### config.mk
export PLATFORM = sky130hd
export DESIGN_NAME = joy_dig2ana_flat
export DESIGN_NICKNAME = d
export VERILOG_FILES = /design/src/rtl/joy_dig2ana_if.sv /design/src/rtl/joy_dig2ana.sv /design/src/flat_wrapper.sv
export SDC_FILE = /design/constraint.sdc
export NUM_CORES = 1
export LEC_CHECK = 0
export ABC_AREA = 1
export BUFFER_PORTS_ARGS = -buffer_cell sky130_fd_sc_hd__buf_2
export CORE_MARGIN = 2
export CORE_UTILIZATION = 60
export CTS_CLUSTER_SIZE = 16
export DETAILED_ROUTE_END_ITERATION = 16
export PLACE_DENSITY = 0.79
export SLEW_MARGIN = 20
export SYNTH_ARGS = -nofsm -noshare
export SYNTH_HDL_FRONTEND = slang
export SYNTH_SLANG_ARGS = --single-unit
### constraint.sdc
create_clock -name clk -period 2.3 [get_ports clk]
set_input_delay 0.23 -clock clk [delete_from_list [all_inputs] [get_ports clk]]
set_output_delay 0.23 -clock clk [all_outputs]
set_load 0.02 [all_outputs]
### src/rtl/joy_dig2ana_if.sv
// joy_dig2ana_if -- joystick bundle between the swap mux and the CoCo3
// analog joystick ports.
//   joy_dig  : {up,down,left,right} d-pad bits, active-high
//   joy_ana  : {Y[15:8], X[7:0]} signed stick, 0 = centre
//   ajoy     : {X[15:8], Y[7:0]} unsigned, 128 = centre
//   ana_mode : 1 = ajoy follows the stick, 0 = ajoy follows the d-pad ramp
// master drives the joystick inputs; slave is the converter.
interface joy_dig2ana_if;
    logic [3:0]  joy_dig;
    logic [15:0] joy_ana;
    logic [15:0] ajoy;
    logic        ana_mode;

    modport master (
        output joy_dig,
        output joy_ana,
        input  ajoy,
        input  ana_mode
    );

    modport slave (
        input  joy_dig,
        input  joy_ana,
        output ajoy,
        output ana_mode
    );
endinterface

### src/rtl/joy_dig2ana.sv
// joy_dig2ana -- converts one MiSTer joystick (d-pad + signed stick) into the
// unsigned 128-centred X/Y byte pair expected by the CoCo3 analog inputs.
// D-pad directions drive a rate-limited ramp with auto-centre; a two-state
// mode FSM selects between the stick and the ramp.
// Ports:
//   clk    : system clock
//   reset  : synchronous, active-high
//   bus    : joy_dig2ana_if.slave (joy_dig, joy_ana in; ajoy, ana_mode out)
module joy_dig2ana #(
    parameter int unsigned TICK_DIV    = 50000,
    parameter int unsigned STEP        = 4,
    parameter int unsigned RETURN_STEP = 8,
    parameter int unsigned DEADZONE    = 16
) (
    input  logic          clk,
    input  logic          reset,
    joy_dig2ana_if.slave  bus
);

    localparam int unsigned DIV_W = (TICK_DIV > 1) ? $clog2(TICK_DIV) : 1;

    typedef enum logic {
        DIG = 1'b0,
        ANA = 1'b1
    } mode_t;

    mode_t            state_q, state_d;
    logic [DIV_W-1:0] div_q;
    logic             tick;

    logic [7:0]       pos_x_q, pos_y_q;
    logic [7:0]       pos_x_d, pos_y_d;
    logic [15:0]      ajoy_q, ajoy_d;
    logic             ana_mode_q, ana_mode_d;

    logic             up, down, left, right, dig_any;
    logic [7:0]       s_x, s_y;
    logic [7:0]       aval_x, aval_y;
    logic             ana_act;

    // 9-bit magnitude of an 8-bit two's-complement value; -128 gives 128.
    function automatic logic [8:0] mag9(input logic [7:0] s);
        logic [8:0] e;
        e = {s[7], s};
        return s[7] ? (~e + 9'd1) : e;
    endfunction

    // One tick of the digital ramp for a single axis.
    function automatic logic [7:0] ramp_axis(
        input logic [7:0] p,
        input logic       inc,
        input logic       dec
    );
        logic [9:0] w;
        w = {2'b00, p};
        if (inc && !dec) begin
            w = w + 10'(STEP);
            return (w > 10'd255) ? 8'hFF : w[7:0];
        end else if (dec && !inc) begin
            return (w < 10'(STEP)) ? 8'h00 : 8'(w - 10'(STEP));
        end else if (w > 10'(128 + RETURN_STEP)) begin
            return 8'(w - 10'(RETURN_STEP));
        end else if ((w + 10'(RETURN_STEP)) < 10'd128) begin
            return 8'(w + 10'(RETURN_STEP));
        end else begin
            // Within one return step of centre: snap, never overshoot.
            return 8'd128;
        end
    endfunction

    assign up      = bus.joy_dig[3];
    assign down    = bus.joy_dig[2];
    assign left    = bus.joy_dig[1];
    assign right   = bus.joy_dig[0];
    assign dig_any = |bus.joy_dig;

    assign s_x = bus.joy_ana[7:0];
    assign s_y = bus.joy_ana[15:8];

    // Flipping the sign bit is the same as adding 128.
    assign aval_x = {~s_x[7], s_x[6:0]};
    assign aval_y = {~s_y[7], s_y[6:0]};

    assign ana_act = (mag9(s_x) > 9'(DEADZONE)) || (mag9(s_y) > 9'(DEADZONE));

    assign tick = (div_q == DIV_W'(TICK_DIV - 1));

    always_comb begin
        state_d = state_q;
        pos_x_d = pos_x_q;
        pos_y_d = pos_y_q;

        case (state_q)
            DIG: begin
                if (tick) begin
                    pos_x_d = ramp_axis(pos_x_q, right, left);
                    pos_y_d = ramp_axis(pos_y_q, down, up);
                end
                if (ana_act && !dig_any) begin
                    state_d = ANA;
                end
            end
            ANA: begin
                // Hand over to the ramp from wherever the stick was.
                if (dig_any) begin
                    state_d = DIG;
                    pos_x_d = aval_x;
                    pos_y_d = aval_y;
                end
            end
            default: begin
                state_d = DIG;
            end
        endcase

        // Outputs are registered from the post-edge state.
        ana_mode_d = (state_d == ANA);
        ajoy_d     = (state_d == ANA) ? {aval_x, aval_y} : {pos_x_d, pos_y_d};
    end

    always_ff @(posedge clk) begin
        if (reset) begin
            div_q      <= '0;
            state_q    <= DIG;
            pos_x_q    <= 8'd128;
            pos_y_q    <= 8'd128;
            ajoy_q     <= 16'h8080;
            ana_mode_q <= 1'b0;
        end else begin
            div_q      <= tick ? '0 : div_q + DIV_W'(1);
            state_q    <= state_d;
            pos_x_q    <= pos_x_d;
            pos_y_q    <= pos_y_d;
            ajoy_q     <= ajoy_d;
            ana_mode_q <= ana_mode_d;
        end
    end

    assign bus.ajoy     = ajoy_q;
    assign bus.ana_mode = ana_mode_q;

endmodule

### src/flat_wrapper.sv
// flat-port wrapper written by rule: the top's interface ports become plain ports
module joy_dig2ana_flat 
#(
    parameter int unsigned TICK_DIV    = 50000,
    parameter int unsigned STEP        = 4,
    parameter int unsigned RETURN_STEP = 8,
    parameter int unsigned DEADZONE    = 16
)
  (clk, reset, bus_joy_dig, bus_joy_ana, bus_ajoy, bus_ana_mode);
  joy_dig2ana_if bus_i ();
  input  logic clk;
  input  logic reset;
  input wire logic [$bits(bus_i.joy_dig)-1:0] bus_joy_dig;
  input wire logic [$bits(bus_i.joy_ana)-1:0] bus_joy_ana;
  output wire logic [$bits(bus_i.ajoy)-1:0] bus_ajoy;
  output wire logic [$bits(bus_i.ana_mode)-1:0] bus_ana_mode;
  assign bus_i.joy_dig = bus_joy_dig;
  assign bus_i.joy_ana = bus_joy_ana;
  assign bus_ajoy = bus_i.ajoy;
  assign bus_ana_mode = bus_i.ana_mode;
  joy_dig2ana #(.TICK_DIV(TICK_DIV), .STEP(STEP), .RETURN_STEP(RETURN_STEP), .DEADZONE(DEADZONE)) u_core (.clk(clk), .reset(reset), .bus(bus_i));
endmodule
==> metrics.txt <==
post-synthesis compound-gate area fraction=16.1%; required time worst endpoint=2.54 ns; vias in the first global route=3731; worst hold endpoint=u_core.bus.ajoy[8]$_SDFF_PP0_; WP data arrival=2.30 ns; first-pass GRT wire length=17.0 mm; Max Fclk=0.486 GHz; outcome=completed; drc violations=0; CTS root buf=clkbuf_8; Synth Instances=616; 1st-iter DRT viols=445; Setup crit end kind=flip-flop; Crit path max-delay family=simple AND/OR/NAND/NOR gates; layout cells sized above 1=12.3%; most common cell after layout, fill and taps aside=nand2_1; CP Buf/Inv Count=1; setup TNS=0 ns; post-layout min period=2.06 ns; Sw Share=29.6%; clk slew on worst S/H paths=0.09 ns; worst reg2reg setup slack=0.24 ns; TritonCTS Buffers=5; worst path cell trace=inv_1, ha_1, nand3_1, nand2_1, nand2_1, nand2_1, o22ai_1, nand2_1, nand2_1, nand2_1, nand2_1, nand2_1, a21oi_1; clk_skew=0.00672 ns; post-route ant nets=0; CP Launch Type=flip-flop; Synth cell types=40; Reg power frac=51.6%; relative slew slack=65.9%; filler cell count=556; most frequent cells in the layout=nand2_1, inv_1, nor2_1; # Max-Cap Violations=0; Tightest Hold Check Type=input port to flip-flop; # resized after CTS=0; combinational share of power=16.4%; clk sinks=49; Nets=686; PwrDens=423 nW/um2; Syn Area/Cell=6.04 um2; GPL Wtd Cong=0.955; CP most frequent cell=nand2_1; Die ar.=6850 um2; Syn Nets=653; clk_lat worst skew=0.31 ns; largest net degree at the start of global routing=29; Crit Path Category=flip-flop to flip-flop; Synth Cell Area=3720 um2; io pins=39; Die Y=82.8 um; Final Hold Fails=0; worst slew pin tran=0.509 ns; H-tree Lvls=2; DIE WIDTH=82.8 um; hold path start=bus_joy_ana[0]; Placed Area=3940 um2; Max Root-Sink Buffers=2; FF-to-FF End=u_core.bus.ajoy[5]$_SDFF_PP0_; CTS tree=done; diode count=0; asr flop ratio synth=0%; worst reg2reg startpoint=u_core.pos_y_q[2]$_SDFF_PP0_; total global routing overflow=0; largest fanout on the critical path=7; internal power=1.20 mW; Core Box Area=5960 um2; final period utilization=89.6%; Psw=0.505 mW; Final setup violation count=0; Leakage=2.07 nW; number of port buffers=38; CTS Hold Buffers Added=0; EDFF count, synth=0; Design Area, Final=4030 um2; fin. max-slew vios=0; Simple-Gate Fraction of Synth Area=37.0%; Peak VDD IR=0.418 mV; dpl hpwl=8.13 mm; Main synth FF type=dfxtp_1; Synth Area in XOR/XNOR=3.53%; total routed wirelength=10.6 mm; Starting Density=62.5%; RSZ-0062 raised after global routing=false; post-CTS setup buffer count=0; Crit. path cell count=13; Synth warnings=0; largest family of logic cells by synthesized area=simple AND/OR/NAND/NOR gates; Clk network pwr share=32.0%; DR vias/cell=5.66; register area share after synthesis=26.4%; drt wl/cell=14.7 um; antenna violations before repair=0; FP Rows=28; worst hold stages=3; DRT Pass-1 Iters=5; Max stage delay on crit path=0.41 ns; via count=4105; mux share of post-synthesis cell area=0%; CP max stage cell=dfxtp_1; post-synthesis register bit count=49; area delta synth->final=8.37%; worst r2r path cells=13; GRT Overall Usage=32.4%; Post-Synth Adder-Cell Area=5.04%
power by group through the flow:
stage                     registers [mW]  logic, mW  clock network, mW
after global placement             0.900      0.267                  0
after global routing               0.883      0.312              0.587
after floorplan                    0.904      0.181                  0
after CTS                          0.880      0.275              0.545
after detailed placement           0.900      0.272                  0
final                              0.881      0.280              0.546
kinds of logic after synthesis:
kind of cell,Yosys count
adders and majority gates,15
DFF,49
and+or+nand+nor,320
AOI/OAI and AO/OA,112
buffers and inverters,105
xor gates and xnor gates,15
registers in the layout, indices dropped and copies added, names as in the netlist:
register         flops
u_core.bus.ajoy     16
u_core.div_q        16
u_core.pos_x_q       8
u_core.pos_y_q       8
u_core.state_q       1
metrics by stage:
step	power (mW)	setup slack (ns)	utilization, %	hold slack [ns]	instances
2_1_floorplan	1.09	0.644	-	0.375	616
3_3_place_gp	1.17	0.353	66.1	0.433	717
3_5_place_dp	1.17	0.302	66.1	0.453	717
4_1_cts	1.70	0.312	67.7	0.181	725
5_1_grt	1.78	0.0657	67.7	0.193	725
6_report	1.71	0.240	67.7	0.196	725
cell usage after synthesis (2+ instances only):
library cell / number / area [um2]
nand2_1: 169 / 634
inv_1: 80 / 300
nor2_1: 73 / 274
a21oi_1: 53 / 265
dfxtp_1: 49 / 981
nand3_1: 38 / 190
o21ai_0: 35 / 175
ha_1: 15 / 188
xor2_1: 11 / 96.3
nor3_1: 10 / 50.1
o21ai_1: 9 / 45.0
buf_2: 7 / 35.0
nand4_1: 7 / 43.8
o211ai_1: 7 / 52.6
inv_2: 6 / 22.5
nor2_2: 6 / 37.5
clkbuf_1: 4 / 15.0
nor3_2: 4 / 40.0
xnor2_1: 4 / 35.0
buf_6: 3 / 33.8
nand2_2: 3 / 18.8
nand3b_1: 3 / 22.5
buf_4: 2 / 15.0
o21ai_2: 2 / 17.5
worst max-delay path by stage:
| stage | startpoint | endpoint | slack (ns) |
|---|---|---|---|
| after floorplan | u_core.pos_x_q[3]$_SDFF_PP0_ | u_core.bus.ajoy[10]$_SDFF_PP0_ | 0.64 |
| after global placement | u_core.pos_y_q[3]$_SDFF_PP0_ | u_core.bus.ajoy[1]$_SDFF_PP0_ | 0.35 |
| after detailed placement | bus_joy_ana[0] | u_core.bus.ajoy[1]$_SDFF_PP0_ | 0.30 |
| after CTS | u_core.pos_x_q[3]$_SDFF_PP0_ | u_core.bus.ajoy[10]$_SDFF_PP0_ | 0.31 |
| after global routing | u_core.pos_x_q[5]$_SDFF_PP0_ | u_core.bus.ajoy[10]$_SDFF_PP0_ | 0.07 |
| final | u_core.pos_y_q[2]$_SDFF_PP0_ | u_core.bus.ajoy[5]$_SDFF_PP0_ | 0.24 |
routing by layer:
layer	global-route usage, %	wire length, um
met1	41.0	4430
met2	55.4	4930
met3	7.17	1010
met4	9.02	257
met5	0	0
cell type report:
cell class / instances / area, um2 / area share [%]
Timing Repair Buffer: 45 / 243 / 6.02
Clock buffer: 6 / 82.6 / 2.05
Inverter: 86 / 323 / 8.00
Multi-Input combinational cell: 462 / 2300 / 56.9
Sequential cell: 49 / 982 / 24.3
Clock inverter: 2 / 13.8 / 0.341
Tap cell: 75 / 93.8 / 2.33
worst register-to-register path, cell delays in order, from the launching register on:
cell     delay [ns]
dfxtp_1        0.41
inv_1          0.15
ha_1           0.22
nand3_1        0.07
nand2_1        0.05
nand2_1        0.08
nand2_1        0.19
o22ai_1        0.25
nand2_1        0.09
nand2_1        0.09
nand2_1        0.07
nand2_1        0.06
nand2_1        0.09
a21oi_1        0.16
Note: power is estimated with default switching activity, not from simulation.
